$ cat config.mk
export PLATFORM = sky130hd
export DESIGN_NAME = iob_clint_core_flat
export DESIGN_NICKNAME = d
export VERILOG_FILES = /design/src/rtl/iob_clint_pkg.sv /design/src/rtl/iob_clint_if.sv /design/src/rtl/iob_clint_rtc_sync.sv /design/src/rtl/iob_clint_core.sv /design/src/flat_wrapper.sv
export SDC_FILE = /design/constraint.sdc
export NUM_CORES = 1
export LEC_CHECK = 0
export CORE_ASPECT_RATIO = 1.4
export CORE_MARGIN = 2
export CORE_UTILIZATION = 25
export DETAILED_ROUTE_END_ITERATION = 10
export PLACE_DENSITY = 0.45
export SYNTH_ARGS = -nofsm -noshare
export SYNTH_HDL_FRONTEND = slang
export SYNTH_SLANG_ARGS = --single-unit
$ cat constraint.sdc
create_clock -name clk_i -period 2.47 [get_ports clk_i]
set_input_delay 0.494 -clock clk_i [delete_from_list [all_inputs] [get_ports clk_i]]
set_output_delay 0.494 -clock clk_i [all_outputs]
set_load 0.005 [all_outputs]
$ cat src/rtl/iob_clint_pkg.sv
// -----------------------------------------------------------------------------
// iob_clint_pkg
// Shared definitions for the IOb CLINT:
//   - SiFive-compatible register map bases
//   - mtime width and mtimecmp reset value
//   - register-select type produced by the address decoder
//   - helpers for address decode and byte-strobe merging
// No ports (package).
// -----------------------------------------------------------------------------
package iob_clint_pkg;

    localparam int unsigned MSIP_BASE     = 32'h0000_0000;
    localparam int unsigned MTIMECMP_BASE = 32'h0000_4000;
    localparam int unsigned MTIME_BASE    = 32'h0000_BFF8;

    localparam int unsigned MTIME_W = 64;
    localparam logic [MTIME_W-1:0] MTIMECMP_RST = '1;

    // Register word width seen on the bus; the block only supports 32.
    localparam int unsigned REG_W  = 32;
    localparam int unsigned STRB_W = REG_W / 8;

    typedef enum logic [2:0] {
        REG_NONE,
        REG_MSIP,
        REG_MTIMECMP_LO,
        REG_MTIMECMP_HI,
        REG_MTIME_LO,
        REG_MTIME_HI
    } reg_sel_e;

    typedef struct packed {
        reg_sel_e   sel;
        logic [3:0] hart;
    } reg_dec_t;

    // Decodes the 16-bit byte offset. Byte lanes [1:0] are ignored, and any
    // per-hart slot at or beyond n_cores decodes to REG_NONE so that it reads
    // 0 and swallows writes.
    function automatic reg_dec_t decode_addr(input logic [15:0] addr,
                                             input int unsigned n_cores);
        reg_dec_t    d;
        logic [15:0] off;
        int unsigned off_i;
        off    = {addr[15:2], 2'b00};
        off_i  = {16'd0, off};
        d.sel  = REG_NONE;
        d.hart = '0;
        if (off_i < MSIP_BASE + 4 * n_cores) begin
            d.sel  = REG_MSIP;
            d.hart = off[5:2];
        end else if (off_i >= MTIMECMP_BASE &&
                     off_i <  MTIMECMP_BASE + 8 * n_cores) begin
            d.sel  = off[2] ? REG_MTIMECMP_HI : REG_MTIMECMP_LO;
            d.hart = off[6:3];
        end else if (off_i == MTIME_BASE) begin
            d.sel = REG_MTIME_LO;
        end else if (off_i == MTIME_BASE + 4) begin
            d.sel = REG_MTIME_HI;
        end
        return d;
    endfunction

    // Merges new_v into old_v on the byte lanes selected by strb.
    function automatic logic [REG_W-1:0] apply_wstrb(input logic [REG_W-1:0]  old_v,
                                                     input logic [REG_W-1:0]  new_v,
                                                     input logic [STRB_W-1:0] strb);
        logic [REG_W-1:0] r;
        for (int b = 0; b < int'(STRB_W); b++) begin
            r[8*b +: 8] = strb[b] ? new_v[8*b +: 8] : old_v[8*b +: 8];
        end
        return r;
    endfunction

endpackage

$ cat src/rtl/iob_clint_if.sv
// -----------------------------------------------------------------------------
// iob_clint_if
// IOb native bus bundle between a bus master and the CLINT.
//   iob_avalid  master->slave  request valid
//   iob_addr    master->slave  byte address
//   iob_wdata   master->slave  write data
//   iob_wstrb   master->slave  byte strobes (nonzero = write, zero = read)
//   iob_rvalid  slave->master  read data valid (1-cycle pulse)
//   iob_rdata   slave->master  read data
//   iob_ready   slave->master  request accepted
// -----------------------------------------------------------------------------
interface iob_clint_if #(
    parameter int ADDR_W = 16,
    parameter int DATA_W = 32
);
    logic              iob_avalid;
    logic [ADDR_W-1:0] iob_addr;
    logic [DATA_W-1:0] iob_wdata;
    logic [DATA_W/8-1:0] iob_wstrb;
    logic              iob_rvalid;
    logic [DATA_W-1:0] iob_rdata;
    logic              iob_ready;

    modport master (
        output iob_avalid, iob_addr, iob_wdata, iob_wstrb,
        input  iob_rvalid, iob_rdata, iob_ready
    );

    modport slave (
        input  iob_avalid, iob_addr, iob_wdata, iob_wstrb,
        output iob_rvalid, iob_rdata, iob_ready
    );
endinterface

$ cat src/rtl/iob_clint_rtc_sync.sv
// -----------------------------------------------------------------------------
// iob_clint_rtc_sync
// Brings the asynchronous real-time tick into the clk_i domain through a
// 2-flop synchronizer, then emits a 1-cycle pulse per rising edge.
//   clk_i   in   system clock
//   cke_i   in   clock enable; all flops hold when 0
//   arst_i  in   synchronous active-high reset
//   rt_clk  in   asynchronous real-time tick
//   tick    out  1-cycle pulse per detected rt_clk rising edge
// A rising edge on rt_clk raises tick after the second clk_i edge, so the
// counter that consumes it changes on the third edge.
// -----------------------------------------------------------------------------
module iob_clint_rtc_sync (
    input  logic clk_i,
    input  logic cke_i,
    input  logic arst_i,
    input  logic rt_clk,
    output logic tick
);
    logic [1:0] sync_q;   // [0] may go metastable, [1] is the settled copy
    logic       prev_q;   // settled level one cycle earlier, for edge detect

    // NOTE: every flop is written with <= so all of them sample the values
    // from before the edge; with = the chain would collapse into one stage.
    always_ff @(posedge clk_i) begin
        if (arst_i) begin
            sync_q <= '0;
            prev_q <= 1'b0;
        end else if (cke_i) begin
            sync_q <= {sync_q[0], rt_clk};
            prev_q <= sync_q[1];
        end
    end

    assign tick = sync_q[1] & ~prev_q;
endmodule

$ cat src/rtl/iob_clint_core.sv
// -----------------------------------------------------------------------------
// iob_clint_core
// RISC-V Core-Local Interruptor with an IOb native slave port and the
// SiFive-compatible register map: one 64-bit mtime counter advanced by an
// external real-time tick, plus per-hart mtimecmp and msip registers.
//   clk_i    in   system clock
//   cke_i    in   clock enable; all state holds when 0
//   arst_i   in   synchronous active-high reset
//   rt_clk   in   real-time tick (asynchronous, slow)
//   bus      slave modport of iob_clint_if (IOb request/response)
//   mtip     out  per-hart machine timer interrupt (registered compare)
//   msip     out  per-hart machine software interrupt
// Contains the address decoder, register file, comparators and read mux.
// -----------------------------------------------------------------------------
module iob_clint_core
    import iob_clint_pkg::*;
#(
    parameter int ADDR_W  = 16,
    parameter int DATA_W  = 32,
    parameter int N_CORES = 1
) (
    input  logic               clk_i,
    input  logic               cke_i,
    input  logic               arst_i,
    input  logic               rt_clk,
    iob_clint_if.slave         bus,
    output logic [N_CORES-1:0] mtip,
    output logic [N_CORES-1:0] msip
);
    localparam logic [MTIME_W-1:0] MTIME_ONE = {{(MTIME_W-1){1'b0}}, 1'b1};

    // ------------------------------------------------------------------
    // Request decode
    // ------------------------------------------------------------------
    logic [ADDR_W-1:0]   addr;
    logic [DATA_W-1:0]   wdata;
    logic [DATA_W/8-1:0] wstrb;
    logic                wr_en;
    logic                rd_en;
    reg_dec_t            dec;

    assign addr  = bus.iob_addr;
    assign wdata = bus.iob_wdata;
    assign wstrb = bus.iob_wstrb;
    assign wr_en = bus.iob_avalid &  (|wstrb);
    assign rd_en = bus.iob_avalid & ~(|wstrb);
    assign dec   = decode_addr(addr[15:0], N_CORES);

    // ------------------------------------------------------------------
    // Real-time tick
    // ------------------------------------------------------------------
    logic tick;

    iob_clint_rtc_sync u_rtc_sync (
        .clk_i  (clk_i),
        .cke_i  (cke_i),
        .arst_i (arst_i),
        .rt_clk (rt_clk),
        .tick   (tick)
    );

    // ------------------------------------------------------------------
    // Register file
    // ------------------------------------------------------------------
    logic [MTIME_W-1:0] mtime_q;
    logic [MTIME_W-1:0] mtimecmp_q [N_CORES];
    logic [N_CORES-1:0] msip_q;
    logic [N_CORES-1:0] mtip_q;
    logic               rvalid_q;
    logic [DATA_W-1:0]  rdata_q;
    logic [DATA_W-1:0]  rd_mux;

    // NOTE: mtimecmp is a small per-hart flop array, not a RAM, so it is
    // reset in a loop; its all-ones value keeps mtip quiet until software
    // programs a deadline.
    always_ff @(posedge clk_i) begin
        if (arst_i) begin
            mtime_q  <= '0;
            for (int h = 0; h < N_CORES; h++) begin
                mtimecmp_q[h] <= MTIMECMP_RST;
            end
            msip_q   <= '0;
            mtip_q   <= '0;
            rvalid_q <= 1'b0;
            rdata_q  <= '0;
        end else if (cke_i) begin
            // Reads see the pre-write contents because rd_mux samples the
            // flops before this edge updates them.
            rvalid_q <= rd_en;
            if (rd_en) begin
                rdata_q <= rd_mux;
            end

            // A bus write to either half of mtime takes priority over the
            // tick, and the tick is discarded rather than deferred.
            if (wr_en && dec.sel == REG_MTIME_LO) begin
                mtime_q[31:0] <= apply_wstrb(mtime_q[31:0], wdata, wstrb);
            end else if (wr_en && dec.sel == REG_MTIME_HI) begin
                mtime_q[63:32] <= apply_wstrb(mtime_q[63:32], wdata, wstrb);
            end else if (tick) begin
                mtime_q <= mtime_q + MTIME_ONE;
            end

            for (int h = 0; h < N_CORES; h++) begin
                if (wr_en && dec.hart == 4'(h)) begin
                    case (dec.sel)
                        REG_MSIP: begin
                            if (wstrb[0]) begin
                                msip_q[h] <= wdata[0];
                            end
                        end
                        REG_MTIMECMP_LO: begin
                            mtimecmp_q[h][31:0] <=
                                apply_wstrb(mtimecmp_q[h][31:0], wdata, wstrb);
                        end
                        REG_MTIMECMP_HI: begin
                            mtimecmp_q[h][63:32] <=
                                apply_wstrb(mtimecmp_q[h][63:32], wdata, wstrb);
                        end
                        default: ;
                    endcase
                end
                // Registered compare: follows mtime/mtimecmp by one cycle.
                mtip_q[h] <= (mtime_q >= mtimecmp_q[h]);
            end
        end
    end

    // ------------------------------------------------------------------
    // Read mux
    // ------------------------------------------------------------------
    // NOTE: rd_mux gets a default before the case so every path assigns it
    // and no latch is inferred for unmapped selections.
    always_comb begin
        rd_mux = '0;
        case (dec.sel)
            REG_MTIME_LO: rd_mux = mtime_q[31:0];
            REG_MTIME_HI: rd_mux = mtime_q[63:32];
            default: begin
                for (int h = 0; h < N_CORES; h++) begin
                    if (dec.hart == 4'(h)) begin
                        if (dec.sel == REG_MSIP) begin
                            rd_mux = {{(DATA_W-1){1'b0}}, msip_q[h]};
                        end else if (dec.sel == REG_MTIMECMP_LO) begin
                            rd_mux = mtimecmp_q[h][31:0];
                        end else if (dec.sel == REG_MTIMECMP_HI) begin
                            rd_mux = mtimecmp_q[h][63:32];
                        end
                    end
                end
            end
        endcase
    end

    // ------------------------------------------------------------------
    // Outputs
    // ------------------------------------------------------------------
    assign bus.iob_ready  = ~arst_i;
    assign bus.iob_rvalid = rvalid_q;
    assign bus.iob_rdata  = rdata_q;
    assign mtip           = mtip_q;
    assign msip           = msip_q;
endmodule

$ cat src/flat_wrapper.sv
// flat-port wrapper written by rule: the top's interface ports become plain ports
module iob_clint_core_flat import iob_clint_pkg::*;
#(
    parameter int ADDR_W  = 16,
    parameter int DATA_W  = 32,
    parameter int N_CORES = 1
)
  (clk_i, cke_i, arst_i, rt_clk, mtip, msip, bus_iob_avalid, bus_iob_addr, bus_iob_wdata, bus_iob_wstrb, bus_iob_rvalid, bus_iob_rdata, bus_iob_ready);
  iob_clint_if #(.ADDR_W(ADDR_W), .DATA_W(DATA_W)) bus_i ();
  input  logic clk_i;
  input  logic cke_i;
  input  logic arst_i;
  input  logic rt_clk;
  output logic [N_CORES-1:0] mtip;
  output logic [N_CORES-1:0] msip;
  input wire logic [$bits(bus_i.iob_avalid)-1:0] bus_iob_avalid;
  input wire logic [$bits(bus_i.iob_addr)-1:0] bus_iob_addr;
  input wire logic [$bits(bus_i.iob_wdata)-1:0] bus_iob_wdata;
  input wire logic [$bits(bus_i.iob_wstrb)-1:0] bus_iob_wstrb;
  output wire logic [$bits(bus_i.iob_rvalid)-1:0] bus_iob_rvalid;
  output wire logic [$bits(bus_i.iob_rdata)-1:0] bus_iob_rdata;
  output wire logic [$bits(bus_i.iob_ready)-1:0] bus_iob_ready;
  assign bus_i.iob_avalid = bus_iob_avalid;
  assign bus_i.iob_addr = bus_iob_addr;
  assign bus_i.iob_wdata = bus_iob_wdata;
  assign bus_i.iob_wstrb = bus_iob_wstrb;
  assign bus_iob_rvalid = bus_i.iob_rvalid;
  assign bus_iob_rdata = bus_i.iob_rdata;
  assign bus_iob_ready = bus_i.iob_ready;
  iob_clint_core #(.ADDR_W(ADDR_W), .DATA_W(DATA_W), .N_CORES(N_CORES)) u_core (.clk_i(clk_i), .cke_i(cke_i), .arst_i(arst_i), .rt_clk(rt_clk), .bus(bus_i), .mtip(mtip), .msip(msip));
endmodule
=== Yosys cells after proc, flatten, opt, wreduce, memory -nomap -nowiden ===
Memory sizes are Yosys's and may differ from the RTL's.
Cells that the tools add are included.

* Add/subtract/negate cells: 1
* $lt $le $gt $ge: 4
* Equality and inequality tests: 16
* Multiplexer cells: 43
* Bitwise gates (word level): 7
* Reductions and logical operators: 20

{| class="wikitable"
|+ Operators by type and width
! kind !! number
|-
| 2-to-1 mux 32 bit || 7
|-
| 2-to-1 mux 64 bit || 3
|-
| OR reduction 64 bit || 2
|-
| 2-to-1 mux 8 bit || 12
|-
| adder 64 x 1 -> 64 bit (second input constant) || 1
|-
| greater-or-equal comparator 64 bit || 1
|-
| case mux 32 bit (2 select lines) || 1
|-
| AND reduction 4 bit || 9
|-
| equality test 14 bit (second input constant) || 2
|-
| greater-or-equal comparator 16 x 15 -> 1 bit (second input constant) || 1
|-
| < comparator 16 x 15 -> 1 bit (second input constant) || 1
|-
| < comparator 16 x 3 -> 1 bit (second input constant) || 1
|-
| inequality test 2 bit (second input constant) || 8
|-
| 2-to-1 mux 1 bit || 13
|-
| 2-to-1 mux 3 bit || 3
|-
| 2-to-1 mux 7 bit || 1
|-
| equality test 3 x 2 -> 1 bit (second input constant) || 2
|-
| equality test 3 bit (second input constant) || 2
|-
| logical AND 1 bit || 4
|-
| logical NOT 4 bit || 1
|-
| 2-to-1 mux 2 bit || 2
|-
| 2-to-1 mux 4 bit || 1
|-
| inverter 1 bit || 4
|-
| nonzero test 2 bit || 2
|-
| other kinds (5) || 7
|}

* Register bits: 102
* RAM bits: 64
* Input port bits: 57
* Output and inout bits: 36
* Word-level logic and storage cells: 106
* Memories kept: 1

{| class="wikitable"
|+ Memories
! memory !! words !! width !! read ports !! clocked after memory_dff !! write ports !! RTL line !! text
|-
| u_core.mtimecmp_q || 1 || 64 || 1 || 0 || 1 || iob_clint_core.sv:66 || <nowiki>logic [MTIME_W-1:0] mtimecmp_q [N_CORES];</nowiki>
|}

=== Longest topological paths before layout ===
* Depth in word-level cells: 14
* Gate-level depth with buffers: 9
* Depth with buffers taken out: 8

=== Modules after synthesis ===
Synthesis repeated with hierarchy kept, for this count alone.

* Cell total of the unflattened synthesis: 1363
* Area total of the unflattened synthesis: 10978.0 um^2

{| class="wikitable"
|+ By module, submodules not included
! module !! instances !! cells an instance !! area each (um^2) !! sequential area each (um^2)
|-
| iob_clint_core || 1 || 1353 || 10870.4 || 3903.7
|-
| iob_clint_rtc_sync || 1 || 10 || 107.6 || 60.1
|}

=== Least setup slack after synthesis ===
No wires, ideal clock.

* Path kind: input port to flip-flop
* Start: input port bus_iob_addr[11]
* End: memory u_core.mtimecmp_q[0][40] (enable)
* Setup time: 0.329 ns
* Data arrival time: 2.211 ns
* Required time: 2.141 ns
* Slack: -0.070 ns
* Cell stages on the path: 6
* Buffers on the path: 0
* Cell sequence: nor4_1 > nand4_1 > or4_1 > nor2_1 > nand2_1 > nand2_1

* Cells in the longest elaborated chain, start to end: 14
* Elaborated cells on any way between the ends: 29
* Classes of those cells: 3 x order compare; 4 x eq/ne; 17 x mux; 5 x reduce/logical

{| class="wikitable"
|+ Ends and longest elaborated chain
! what !! RTL line !! text
|-
| start, declared || flat_wrapper.sv:17 || <nowiki>input wire logic [$bits(bus_i.iob_addr)-1:0] bus_iob_addr;</nowiki>
|-
| branches (longest 4 deep; another with greater-or-equal comparator 16 x 15 -> 1 bit) || n/a ||
|-
| 2-to-1 mux 7 bit * || iob_clint_pkg.sv:49 || <nowiki>if (off_i < MSIP_BASE + 4 * n_cores) begin</nowiki>
|-
| equality test 3 x 2 -> 1 bit || iob_clint_core.sv:106 || <nowiki>case (dec.sel)</nowiki>
|-
| 2-to-1 mux 1 bit || iob_clint_core.sv:106 ||
|-
| 2-to-1 mux 1 bit || iob_clint_core.sv:105 || <nowiki>if (wr_en && dec.hart == 4'(h)) begin</nowiki>
|-
| 2-to-1 mux 1 bit || iob_clint_core.sv:86 || <nowiki>end else if (cke_i) begin</nowiki>
|-
| 2-to-1 mux 1 bit || iob_clint_core.sv:77 || <nowiki>if (arst_i) begin</nowiki>
|-
| 2-to-1 mux 1 bit (not written as such) || iob_clint_core.sv:113 || <nowiki>mtimecmp_q[h][31:0] <=</nowiki>
|-
| OR reduction 64 bit (no source line) || n/a ||
|-
| 2-to-1 mux 2 bit (no source line) || n/a ||
|-
| 2-to-1 mux 2 bit (no source line) * || n/a ||
|-
| end, declared || iob_clint_core.sv:66 ||
|}

Every way passes the cells marked *.

=== Worst setup path after layout ===
* Start: input port bus_iob_wstrb[0]
* End: register u_core.mtime_q[44]

* Cells in the longest elaborated chain, start to end: 5
* Elaborated cells on any way between the ends: 9
* Classes of those cells: 1 x eq/ne; 1 x mux; 2 x bitwise; 5 x reduce/logical

{| class="wikitable"
|+ Ends and longest elaborated chain
! what !! RTL line !! text
|-
| start, declared || flat_wrapper.sv:19 || <nowiki>input wire logic [$bits(bus_i.iob_wstrb)-1:0] bus_iob_wstrb;</nowiki>
|-
| OR reduction 4 bit * || iob_clint_core.sv:45 || <nowiki>assign wr_en = bus.iob_avalid & (|wstrb);</nowiki>
|-
| bitwise AND 1 bit * || iob_clint_core.sv:45 ||
|-
| logical AND 1 bit (on tied branches) || iob_clint_core.sv:98, iob_clint_core.sv:96 ||
|-
| inequality test 2 bit (no source line) (tied with other cells) || n/a ||
|-
| AND reduction 4 bit (no source line) || n/a ||
|-
| end signal, assigned || iob_clint_core.sv:99 || <nowiki>mtime_q[63:32] <= apply_wstrb(mtime_q[63:32], wdata, wstrb);</nowiki>
|-
| end signal, assigned || iob_clint_core.sv:101 || <nowiki>mtime_q <= mtime_q + MTIME_ONE;</nowiki>
|-
| end, declared || iob_clint_core.sv:65 || <nowiki>logic [MTIME_W-1:0] mtime_q;</nowiki>
|}

Mark *: on every way between the ends. The rest lies on a longest branch, timed or not.
A chain may end at the register's enable or synchronous reset.

==> results.cfg <==
[run_status]
status = finished clean

[timing]
fin_crit_ps = 2432
fin_skew_ps = 7.235
worstMarginPinSlew_ps = 770.5
fmax_mhz = 411.1
hold_viol = 0
fin_crit_sh_pct = 98.47
maxSlewViolCount = 0
slew_headroom_pct = 48.16
setup_viol = 0
grt_setup_unrepaired = yes
final.setup.tns_ps = 0

[placement]
io_buffers = 90
dp_hpwl_mm = 32.88
dp_cells = 2069
gp_congestion = 0.8743

[synthesis]
yosysWarnings = 0
yosysSeqAreaShare_pct = 36.50
synth_edf_count = 64
synthesis.area_um2 = 10860
syn-num-nets = 1450
synth_area_leader_cell = dfxtp_1
ys_async_sr_fraction_pct = 0
synthCells = 1328
yosysMostFrequentCell = nand2_1
synth_seq_cells = 166
synth_common_cells = nand2_1 (163), nor2_1 (142), a21oi_1 (113), dfxtp_1 (102), o21ai_0 (81)
ys_types = 68
synth_top_area_share_pct = 18.80
ys.flop_type = dfxtp_1
synth.area.top_cells = dfxtp_1 (19%), edfxtp_1 (18%), ha_1 (7.5%)
syn_avg_cell_area_um2 = 8.178

[grt]
grt_first_pass_wirelength_mm = 66.21
grt.total_usage_pct = 19.29
gr-total-overflow = 0
first_global_vias = 10936
antenna_found_initial = 0
grt_max_degree = 85

[clock_network]
numCtsBuffers = 17
cts-root-buf = clkbuf_16
cts_hold_buf = 0
cts.clk_slew.worst_paths_ps = 70
cts_tree = yes
cts_max_level = 4
clock_path_buffers = 2
clock_latency_ps = 460
clock-sinks = 166

[final_layout]
drive_gt1_share_pct = 18.58
n_antenna_cell = 0
stdcell_count = 2129
fill_cells = 4526
ff_latch_area_um2 = 3964
nNetsFinal = 1686
multi_input_area_um2 = 6465
areaGrowthSynthToFinish_pct = 38.28

[floorplan]
coreArea_um2 = 43020
row_count = 90
initial_core_util_pct = 25.25
dieArea_um2 = 45150
die_w_um = 180.2
io_pins = 93
dieHeight_um = 250.6

[pwr]
power.internal_mw = 5.214
finalPower_mw = 6.827
p_per_area_nw_per_um2 = 454.5
swShare_pct = 23.62
leakage_nw = 5.947
pwr-share-seq_pct = 43.1
pwr-share-comb_pct = 8.9
p_clk_share_pct = 48.1
p_sw_mw = 1.612
peakVddDrop_mv = 0.4616

[route]
drc_errors = 0
ant_nets = 0
drt_pre_antenna_iters = 5
viasPerCell = 5.204
wirelength_mm = 44.34
vias = 11079
drt_iter0_markers = 681
wl_per_cell_um = 20.83

[worst_setup_path]
crit_type = in2reg
cp-start-kind = primary input
crit_path_end_kind = flop
cp.required_ps = 2860
reg2reg_slack_ps = 90
cp_max_fo = 11
arrival_ps = 2830

[worst_hold_path]
hold_path_class = reg2reg

[job]
cap_violations = 0
worst paths after layout:
path                          from  depth (start not counted)               endpoint
min          u_core.bus.iob_rvalid                          2  u_core.bus.iob_rvalid
min reg2reg  u_core.bus.iob_rvalid                          2  u_core.bus.iob_rvalid
max reg2reg      u_core.mtime_q[0]                          7     u_core.mtime_q[24]
max               bus_iob_wstrb[0]                         10     u_core.mtime_q[44]
sequential cells by signal (all words and copies together) (netlist names):
signal and count:
u_core.bus.iob_rdata 32, u_core.bus.iob_rvalid 1, u_core.msip 1, u_core.mtime_q 64, u_core.mtimecmp_q 64, u_core.mtip 1
u_core.u_rtc_sync.prev_q 1, u_core.u_rtc_sync.sync_q 2
per-layer routing:
metal	GRT usage, %	part of all wire (%)	up-vias
met4	8.134	3.7	0
met1	22.17	41	5395
met3	2.443	3.3	64
met5	0	0	-
li1	-	-	5348
met2	35.74	52	272
worst max-delay path, cell delays in order:
cell,delay (ps)
dlygate4sd2_1,290
or4_4,550
buf_4,160
nand2_2,110
nor3_4,70
buf_4,170
clkbuf_16,160
or4_1,510
a21o_1,190
a21oi_1,120
power by group through the flow:
stage               clock (mW)  sequential, mW  combinational (mW)
floorplan                    0            2.99               0.251
global placement             0            3.00               0.581
detailed placement           0            3.00               0.583
CTS                       3.34            2.94               0.595
global route              3.44            2.95               0.651
finish                    3.28            2.94               0.605
stage by stage:
step                hold WS, ps  setup slack (ps)  instance area, um2  utilization [%]
floorplan                 460.1             7.280               10860                -
global placement          474.4            -669.5               13760            31.99
detailed placement        491.7            -693.1               13760            31.99
CTS                       507.7            -23.98               14770            34.34
global route              533.7            -39.54               15020            34.91
finish                    498.9             37.79               15020            34.91
logic make-up (layout without fill, tap and decap cells):
kind of cell	Yosys count	after routing	synth area share (%)
and+or+nand+nor	513	513	22.45
adders and majority gates	65	65	7.488
DFF	166	166	36.50
buffers and inverters	162	410	6.187
muxes	69	69	6.359
AOI/OAI and AO/OA	353	354	21.01
layout make-up:
cell class / count / share of cell area [%]
flip-flops and latches: 166 / 26.39
inverters: 77 / 1.925
well taps: 552 / 4.599
multi-input cells: 1001 / 43.05
repair buffers: 301 / 19.35
clock buffers: 20 / 3.041
clock inverters: 12 / 1.650
layout by cell type (no fill, tap or decap), drive strengths merged, types with 11 or more instances in the layout:
master         count
o32ai             18
or4               12
mux2i             69
o21ai             93
o221ai            34
ha                65
nand2            164
nor3              32
dfxtp            102
clkbuf            22
a21oi            117
nand3             45
clkdlybuf4s50     72
dlygate4sd2       11
a21o              19
a211oi            14
edfxtp            64
o21a              12
inv               77
nand4             37
nor4              18
nor2             144
buf              211
what timing repair did:
action / 4_1_cts / 5_1_grt
hold endpoints to repair: 0 / 0
resized for setup: 48 / 25
setup endpoints to repair: 119 / 119
gates cloned: 2 / 3
setup buffers: 12 / 11
pin swaps: 10 / 24
(Power assumes the default switching activity.)
